**config.mk**
```make
export PLATFORM = sky130hd
export DESIGN_NAME = softmax_max_sub
export DESIGN_NICKNAME = d
export VERILOG_FILES = /design/src/rtl/softmax_max_sub.sv
export SDC_FILE = /design/constraint.sdc
export NUM_CORES = 1
export LEC_CHECK = 0
export CORE_MARGIN = 10
export CORE_UTILIZATION = 54
export DETAILED_ROUTE_END_ITERATION = 10
export PLACE_DENSITY = 0.86
export SLEW_MARGIN = 20
export SYNTH_ARGS = -nofsm -noshare
export SYNTH_HDL_FRONTEND = slang
export SYNTH_SLANG_ARGS = --single-unit
```
**constraint.sdc**
```tcl
create_clock -name i_clk -period 4.4 [get_ports i_clk]
set_clock_uncertainty 0.1 [all_clocks]
set_input_delay 0.44 -clock i_clk [delete_from_list [all_inputs] [get_ports i_clk]]
set_output_delay 0.44 -clock i_clk [all_outputs]
set_load 0.05 [all_outputs]
```
**src/rtl/softmax_max_sub.sv**
```systemverilog
// rtl/softmax_max_sub.sv - row-buffered max subtraction feeding the PWL exp approximator
module softmax_max_sub #(
   parameter int M       = 4,
   parameter int N       = 8,
   parameter int ROW_LEN = 16,
   parameter int PWL_LAT = 5
) (
   input  logic             i_clk,
   input  logic             i_rst,
   input  logic             i_in_valid,
   output logic             o_in_ready,
   input  logic [M+N-1:0]   i_in_data,
   input  logic             i_in_last,
   output logic             o_out_valid,
   output logic [M+N-1:0]   o_out_data,
   output logic             o_out_last,
   output logic             o_pwl_valid,
   output logic             o_pwl_last,
   output logic [M+N-1:0]   o_row_max,
   output logic             o_len_err
);

   localparam int W  = M + N;
   localparam int PW = $clog2(ROW_LEN);
   localparam logic [PW-1:0] LAST_SLOT = PW'(ROW_LEN - 1);

   typedef enum logic {S_LOAD, S_DRAIN} state_t;

   state_t              r_state;
   logic [PW-1:0]       r_wr_ptr;
   logic [PW-1:0]       r_rd_ptr;
   logic [PW-1:0]       r_last_idx;   // index of the final element, i.e. len-1
   logic [W-1:0]        r_buf [ROW_LEN];
   logic [W-1:0]        r_row_max;
   logic [W-1:0]        r_out_data;
   logic                r_out_valid;
   logic                r_out_last;
   logic                r_len_err;
   logic [PWL_LAT-1:0]  r_pwl_valid_sr;
   logic [PWL_LAT-1:0]  r_pwl_last_sr;

   logic                w_xfer;
   logic [W-1:0]        w_rd_elem;
   logic [W:0]          w_diff;
   logic [W-1:0]        w_sat;

   assign w_xfer    = i_in_valid && (r_state == S_LOAD);
   assign w_rd_elem = r_buf[r_rd_ptr];

   // x - max in W+1 bits; it is never positive, so the only overflow is below -2^(W-1)
   always_comb begin
      w_diff = {w_rd_elem[W-1], w_rd_elem} - {r_row_max[W-1], r_row_max};
      w_sat  = w_diff[W-1:0];
      if (w_diff[W] != w_diff[W-1]) begin
         w_sat = {1'b1, {(W-1){1'b0}}};
      end
   end

   // Row storage; contents need no reset since the pointers gate every read
   always_ff @(posedge i_clk) begin
      if (w_xfer) begin
         r_buf[r_wr_ptr] <= i_in_data;
      end
   end

   // LOAD/DRAIN control with row max tracking and registered stream outputs
   always_ff @(posedge i_clk) begin
      if (i_rst) begin
         r_state     <= S_LOAD;
         r_wr_ptr    <= '0;
         r_rd_ptr    <= '0;
         r_last_idx  <= '0;
         r_row_max   <= '0;
         r_len_err   <= 1'b0;
         r_out_valid <= 1'b0;
         r_out_data  <= '0;
         r_out_last  <= 1'b0;
      end else begin
         r_out_valid <= 1'b0;
         r_out_last  <= 1'b0;
         r_out_data  <= '0;
         case (r_state)
            S_LOAD: begin
               if (w_xfer) begin
                  // first element of a row replaces the previous row's max outright
                  if ((r_wr_ptr == '0) || ($signed(i_in_data) > $signed(r_row_max))) begin
                     r_row_max <= i_in_data;
                  end
                  if (i_in_last || (r_wr_ptr == LAST_SLOT)) begin
                     r_state    <= S_DRAIN;
                     r_last_idx <= r_wr_ptr;
                     r_wr_ptr   <= '0;
                     r_rd_ptr   <= '0;
                     if (!i_in_last) begin
                        r_len_err <= 1'b1;
                     end
                  end else begin
                     r_wr_ptr <= r_wr_ptr + 1'b1;
                  end
               end
            end
            S_DRAIN: begin
               r_out_valid <= 1'b1;
               r_out_data  <= w_sat;
               r_out_last  <= (r_rd_ptr == r_last_idx);
               if (r_rd_ptr == r_last_idx) begin
                  r_state  <= S_LOAD;
                  r_rd_ptr <= '0;
               end else begin
                  r_rd_ptr <= r_rd_ptr + 1'b1;
               end
            end
            default: begin
               r_state <= S_LOAD;
            end
         endcase
      end
   end

   // Shadow of the PWL pipeline so downstream can qualify y_out
   always_ff @(posedge i_clk) begin
      if (i_rst) begin
         r_pwl_valid_sr <= '0;
         r_pwl_last_sr  <= '0;
      end else begin
         for (int i = PWL_LAT - 1; i > 0; i--) begin
            r_pwl_valid_sr[i] <= r_pwl_valid_sr[i-1];
            r_pwl_last_sr[i]  <= r_pwl_last_sr[i-1];
         end
         r_pwl_valid_sr[0] <= r_out_valid;
         r_pwl_last_sr[0]  <= r_out_last;
      end
   end

   assign o_in_ready  = (r_state == S_LOAD);
   assign o_out_valid = r_out_valid;
   assign o_out_data  = r_out_data;
   assign o_out_last  = r_out_last;
   assign o_pwl_valid = r_pwl_valid_sr[PWL_LAT-1];
   assign o_pwl_last  = r_pwl_last_sr[PWL_LAT-1];
   assign o_row_max   = r_row_max;
   assign o_len_err   = r_len_err;

endmodule

```
==> results of run 1 <==
cell type report:
type / count / area [um2]
Clock buffer: 34 / 709
Clock inverter: 9 / 103
Fill cell: 1177 / 6620
Inverter: 24 / 90.1
Multi-Input combinational cell: 302 / 3070
Sequential cell: 246 / 6850
Tap cell: 234 / 293
Timing Repair Buffer: 89 / 846
state kept, by name, summed over array words and instances (netlist names), named ones only:
| signal | flops |
|---|---|
| r_buf | 192 |
| o_out_last | 1 |
| o_out_valid | 1 |
| r_pwl_last_sr | 5 |
| r_pwl_valid_sr | 5 |
| r_wr_ptr | 4 |
| o_len_err | 1 |
| r_state | 1 |
| o_row_max | 12 |
| o_out_data | 12 |
| r_rd_ptr | 4 |
| r_last_idx | 4 |
metal layers:
metal / global-route usage [%] / routed length, um / vias to the layer above
met2: 33.4 / 11900 / 312
met4: 6.47 / 756 / 0
met5: 0 / 0 / -
li1: - / - / 2481
met1: 23.7 / 8800 / 2880
met3: 3.41 / 1970 / 65
repair_timing:
| action | CTS | global route |
|---|---|---|
| pin swaps | 1 | 4 |
| cloned | 1 | 1 |
| endpoints found under the setup margin | 3 | 11 |
| resized for setup | 1 | 9 |
| setup buffers | 0 | 2 |
path summary, 6_finish.rpt:
check | from | to
hold reg to reg | r_pwl_valid_sr[0] | r_pwl_valid_sr[1]
setup reg to reg | flip-flop | o_out_data[10]
hold / removal | r_pwl_valid_sr[0] | r_pwl_valid_sr[1]
setup / recovery | flip-flop | o_out_data[10]
stage by stage:
step / instance area (um2) / power [uW] / hold WS, ns / instances / setup TNS (ns)
floorplan: 10100 / 2890 / 0.314 / 594 / 0
global route: 12000 / 5270 / 0.358 / 938 / -0.137
detailed placement: 11100 / 3060 / 0.328 / 891 / -0.0236
global placement: 11100 / 3040 / 0.324 / 891 / 0
finish: 12000 / 5130 / 0.337 / 938 / 0
CTS: 11900 / 5120 / 0.342 / 935 / 0
power by group through the flow:
stage	Clock [uW]	Sequential, uW	Combinational [uW]
detailed placement	0	2600	462
floorplan	0	2660	236
CTS	2100	2550	467
finish	2090	2550	486
global placement	0	2600	444
global route	2190	2550	525
cells in the final DEF (no fill, tap or decap), drive strengths merged, types with 2 or more instances in the layout:
cell           count
buf               44
a31oi              2
clkinvlp           2
a21oi             21
nand4              3
nand2             10
o211ai             3
and3               2
mux2i             14
xor2               8
clkbuf            34
xnor2              2
nand2b            30
mux4              60
bufinv             2
edfxtp           192
nor3              12
nor2              42
clkdlybuf4s50     45
o21a               6
dfxtp             54
inv               25
clkinv             4
nand3              8
ha                30
or2                2
nor2b             15
a21o               6
o21ai              6
or3                2
kinds of logic (layout without fill, tap and decap cells):
group,count (synthesis),count (layout)
xor gates and xnor gates,10,10
adders and majority gates,31,31
DFF,246,246
and+or+nand+nor,130,131
AOI/OAI and AO/OA,55,55
buffers and inverters,47,156
muxes,75,75
==> out/summary.txt, run 1 <==
run status -> completed
worst hold path type -> reg2reg
NumNets Final -> 734
DR vias/cell -> 6.12
final wirelength -> 23400 um
ANT cells -> 0
Post-Synth XOR/XNOR Area -> 0.865%
pre-CTS setup slack -> -0.0177 ns
Worst slew margin -> 40.6%
post-layout util -> 64.4%
full die area -> 0.0246 mm2
share of cells above drive strength 1 -> 20.9%
#FFs+latches synth -> 246
Reg clk slew, reported paths -> 0.06 ns
Clk network pwr share -> 40.7%
DR vias -> 5738
worst hold path depth -> 1
synth cell count leaders -> edfxtp_1 (192), dfxtp_1 (54), mux4_2 (53)
proportion of netlist area held by the largest area contributor -> 56.9%
# setup viols final -> 0
FP Rows -> 50
synth unique cells -> 50
crit end category -> flip-flop
Post-synth ARST share -> 0%
Max-Cap Viols -> 0
Psw -> 1160 uW
GRT Total Usage -> 19.2%
critical path type -> reg2reg
total grt overflow -> 0
Clock Latency Late Sink -> 0.52 ns
Cell Pwr Density -> 429 mW/mm2
WP data arrival -> 4.55 ns
CTS Buffer Depth -> 3
CP max-delay cell -> mux4_1
CTS Hold Bufs -> 0
multiplexer area fraction after synthesis -> 15.1%
period utilisation layout -> 96.7%
first-pass GRT wire length -> 35100 um
final setup margin -> 0.144 ns
Max VDD drop -> 0.247 mV
syn_area_per_cell -> 17.0 um2
R2R depth -> 13
worst path cell trace -> buf_6 -> mux4_1 -> mux4_2 -> fa_2 -> a21o_1 -> a221oi_2 -> a21oi_2 -> a31oi_2 -> o221ai_1 -> ha_1 -> or2_4 -> nor2_1 -> mux2_1
most common flop cell mapped by yosys -> edfxtp_1
synthesized cell area -> 0.0101 mm2
Max Clk Rate -> 235 MHz
crit start category -> flip-flop
Sw Share -> 22.6%
Synth area leader -> edfxtp_1
H-tree Lvls -> 1
initial antenna violation count -> 0
CP Depth -> 13
Syn Nets -> 641
max incr delay on CP -> 0.57 ns
post-route ant nets -> 0
Simple-Gate Fraction of Synth Area -> 6.56%
CP required -> 4.70 ns
hpwl dp -> 14400 um
Adder-Cell Fraction of Synth Area -> 3.90%
sequential power share -> 49.8%
Num CTS Buffers -> 24
DRC viols -> 0
clk root buf -> clkbuf_16
clock period minus worst slack -> 4.26 ns
Internal Pwr Total -> 3970 uW
cell leakage power -> 0.00407 uW
number of global-route vias before repair -> 5757
routed len/inst -> 25.0 um
# port buffers -> 45
core area -> 0.0186 mm2
Seq/Total Area, Yosys -> 67.6%
die extent in x -> 157 um
count leader, synth -> edfxtp_1
critical path peak fanout -> 7
Compound-Gate Fraction of Synth Area -> 3.68%
Final Hold Vio Count -> 0
initial DRC count -> 703
largest net degree at the start of global routing -> 50
Starting Density -> 54.5%
Comb pwr share -> 9.5%
Slew @ Worst Pin -> 0.889 ns
Area contributors post-synth -> edfxtp_1 (57%), mux4_2 (12%), dfxtp_1 (11%), ha_1 (3.7%), nand2b_1 (1.9%)
cell count after synthesis -> 594
drt first pass iters -> 5
clock tree from TritonCTS -> built
die height -> 157 um
clk sinks -> 246
EDFF count, synth -> 192
combinational family with the most area after synthesis -> multiplexers
area delta synth->final -> 18.2%
GPL Wtd Cong -> 0.938
Top Ports -> 46
Buf+Inv Stages, Crit Path -> 1
Top delay family on crit path -> multiplexers
Ys Warns -> 0
Max Slew Vio Count -> 0
R2R setup slack -> 0.14 ns
Power figures use the tool's default switching activity.
==> run 2, diff against run 1 <==
--- a/config.mk
+++ b/config.mk
@@ -8,7 +8,7 @@
 export CORE_MARGIN = 10
 export CORE_UTILIZATION = 54
 export DETAILED_ROUTE_END_ITERATION = 10
-export PLACE_DENSITY = 0.86
+export PLACE_DENSITY = 0.75
 export SLEW_MARGIN = 20
 export SYNTH_ARGS = -nofsm -noshare
 export SYNTH_HDL_FRONTEND = slang
==> out/summary.txt, run 2 (same netlist as run 1, synthesis figures left out) <==
core area -> 0.0186 mm2 (unchanged)
Clock Latency Late Sink -> 0.51 ns (about the same)
first-pass GRT wire length -> 34300 um (-2.3%)
DRC viols -> 0 (unchanged)
die height -> 157 um (unchanged)
number of global-route vias before repair -> 5802 (+0.78%)
post-layout util -> 63.8% (-0.58 points)
WP data arrival -> 4.55 ns (about the same)
post-route ant nets -> 0 (unchanged)
die extent in x -> 157 um (unchanged)
Filler cells -> 1200 (+2.0%)
cell leakage power -> 0.00403 uW (-0.97%)
total grt overflow -> 0 (unchanged)
largest net degree at the start of global routing -> 50 (unchanged)
CTS Hold Bufs -> 0 (unchanged)
CTS Buffer Depth -> 3 (unchanged)
critical path type -> reg2reg
Starting Density -> 54.5% (unchanged)
HP Start -> r_pwl_valid_sr[0]
GRT Total Usage -> 18.4% (-0.76 points)
initial antenna violation count -> 0 (unchanged)
Top reg by flops -> r_buf
routed len/inst -> 24.0 um (-3.8%)
Cell Pwr Density -> 428 mW/mm2 (-0.11%)
clk sinks -> 246 (unchanged)
most common cell after layout, fill and taps aside -> edfxtp_1
GPL Wtd Cong -> 0.884 (-5.8%)
Hold WS -> 0.339 ns (+0.00192 ns)
Slew @ Worst Pin -> 0.968 ns (+0.0796 ns)
share of cells above drive strength 1 -> 20.2% (-0.68 points)
CP required -> 4.71 ns (about the same)
DR vias/cell -> 6.02 (-1.6%)
Final Hold Vio Count -> 0 (unchanged)
# port buffers -> 45 (unchanged)
power consumption -> 5080 uW (-1.0%)
FP Rows -> 50 (unchanged)
drt first pass iters -> 7 (+2)
hpwl dp -> 14100 um (-2.2%)
final wirelength -> 22400 um (-4.4%)
Max-Cap Viols -> 0 (unchanged)
Max Clk Rate -> 236 MHz (+0.25%)
ANT cells -> 0 (unchanged)
initial DRC count -> 605 (-14%)
worst hold path type -> reg2reg
full die area -> 0.0246 mm2 (unchanged)
Num CTS Buffers -> 24 (unchanged)
run status -> completed
# setup viols final -> 0 (unchanged)
clock tree from TritonCTS -> built
Top Ports -> 46 (unchanged)
critical path peak fanout -> 12 (+5)
area delta synth->final -> 17.1%
clk root buf -> clkbuf_16
Reg clk slew, reported paths -> 0.06 ns (about the same)
clock period minus worst slack -> 4.24 ns (-0.0108 ns)
DR vias -> 5609 (-2.2%)
NumNets Final -> 727 (-0.95%)
H-tree Lvls -> 1 (unchanged)
Max Slew Vio Count -> 0 (unchanged)
Max VDD drop -> 0.256 mV (+3.6%)
most frequent cells in the layout -> edfxtp_1 (192), mux4_2 (53), dfxtp_1 (52)
max reg flops -> 192 (unchanged)
period utilisation layout -> 96.5% (-0.24 points)
crit start category -> flip-flop
Worst slew margin -> 35.4% (-5.2 points)
crit end category -> flip-flop
[run 2: critical path: stages, from the launching register on]
cell and delay, ns:
dfxtp_4 0.43, buf_4 0.20, mux4_1 0.55, mux4_2 0.54
fa_1 0.46, a21o_1 0.23, a221oi_2 0.34, a21oi_2 0.12
a31oi_2 0.18, o221ai_1 0.15, ha_1 0.30, or2_4 0.19
nor2_1 0.06, mux2_1 0.29
[run 2: per-layer routing]
metal	vias to the layer above	part of all wire (%)	GRT usage, %
met3	47	8.4	4.07
met2	281	50	31.2
met5	-	0	0
met4	0	3.0	6.34
li1	2477	-	-
met1	2804	39	22.9
[run 2: where the power goes]
part           total (uW)  switching [uW]  internal [uW]  leakage (uW)
Clock                2050             838           1210      0.000395
Sequential           2550            18.7           2530       0.00217
Combinational         477             285            192       0.00146
Total                5080            1140           3930       0.00403
[run 2: cell type report]
cell class	instances	area, um2	area share, %
flip-flops and latches	246	6850	57.8
multi-input cells	301	3080	25.9
repair buffers	83	752	6.34
clock buffers	36	734	6.19
well taps	234	293	2.47
inverters	24	90.1	0.760
clock inverters	8	58.8	0.496
[run 2: final timing paths]
check	end	slack, ns	cells past startpoint
max	o_out_data[10]	0.16	13
min reg2reg	r_pwl_valid_sr[1]	0.34	1
max reg2reg	o_out_data[10]	0.16	13
min	r_pwl_valid_sr[1]	0.34	1
[run 2: per-stage QoR]
step	setup slack [ns]	area, um2	std cells	TNS (ns)
global route	-0.00871	11900	932	-0.00871
detailed placement	0.00894	11000	888	0
floorplan	0.110	10100	594	0
global placement	0.0834	11000	888	0
finish	0.155	11900	932	0
CTS	0.0462	11800	932	0
[run 2: repair_timing]
item | in CTS | in global routing
gates resized for setup | 1 | 5
buffers inserted | 0 | 0
setup endpoints to repair | 1 | 11
pin swaps | 0 | 3
endpoints found under the hold margin | 0 | 0
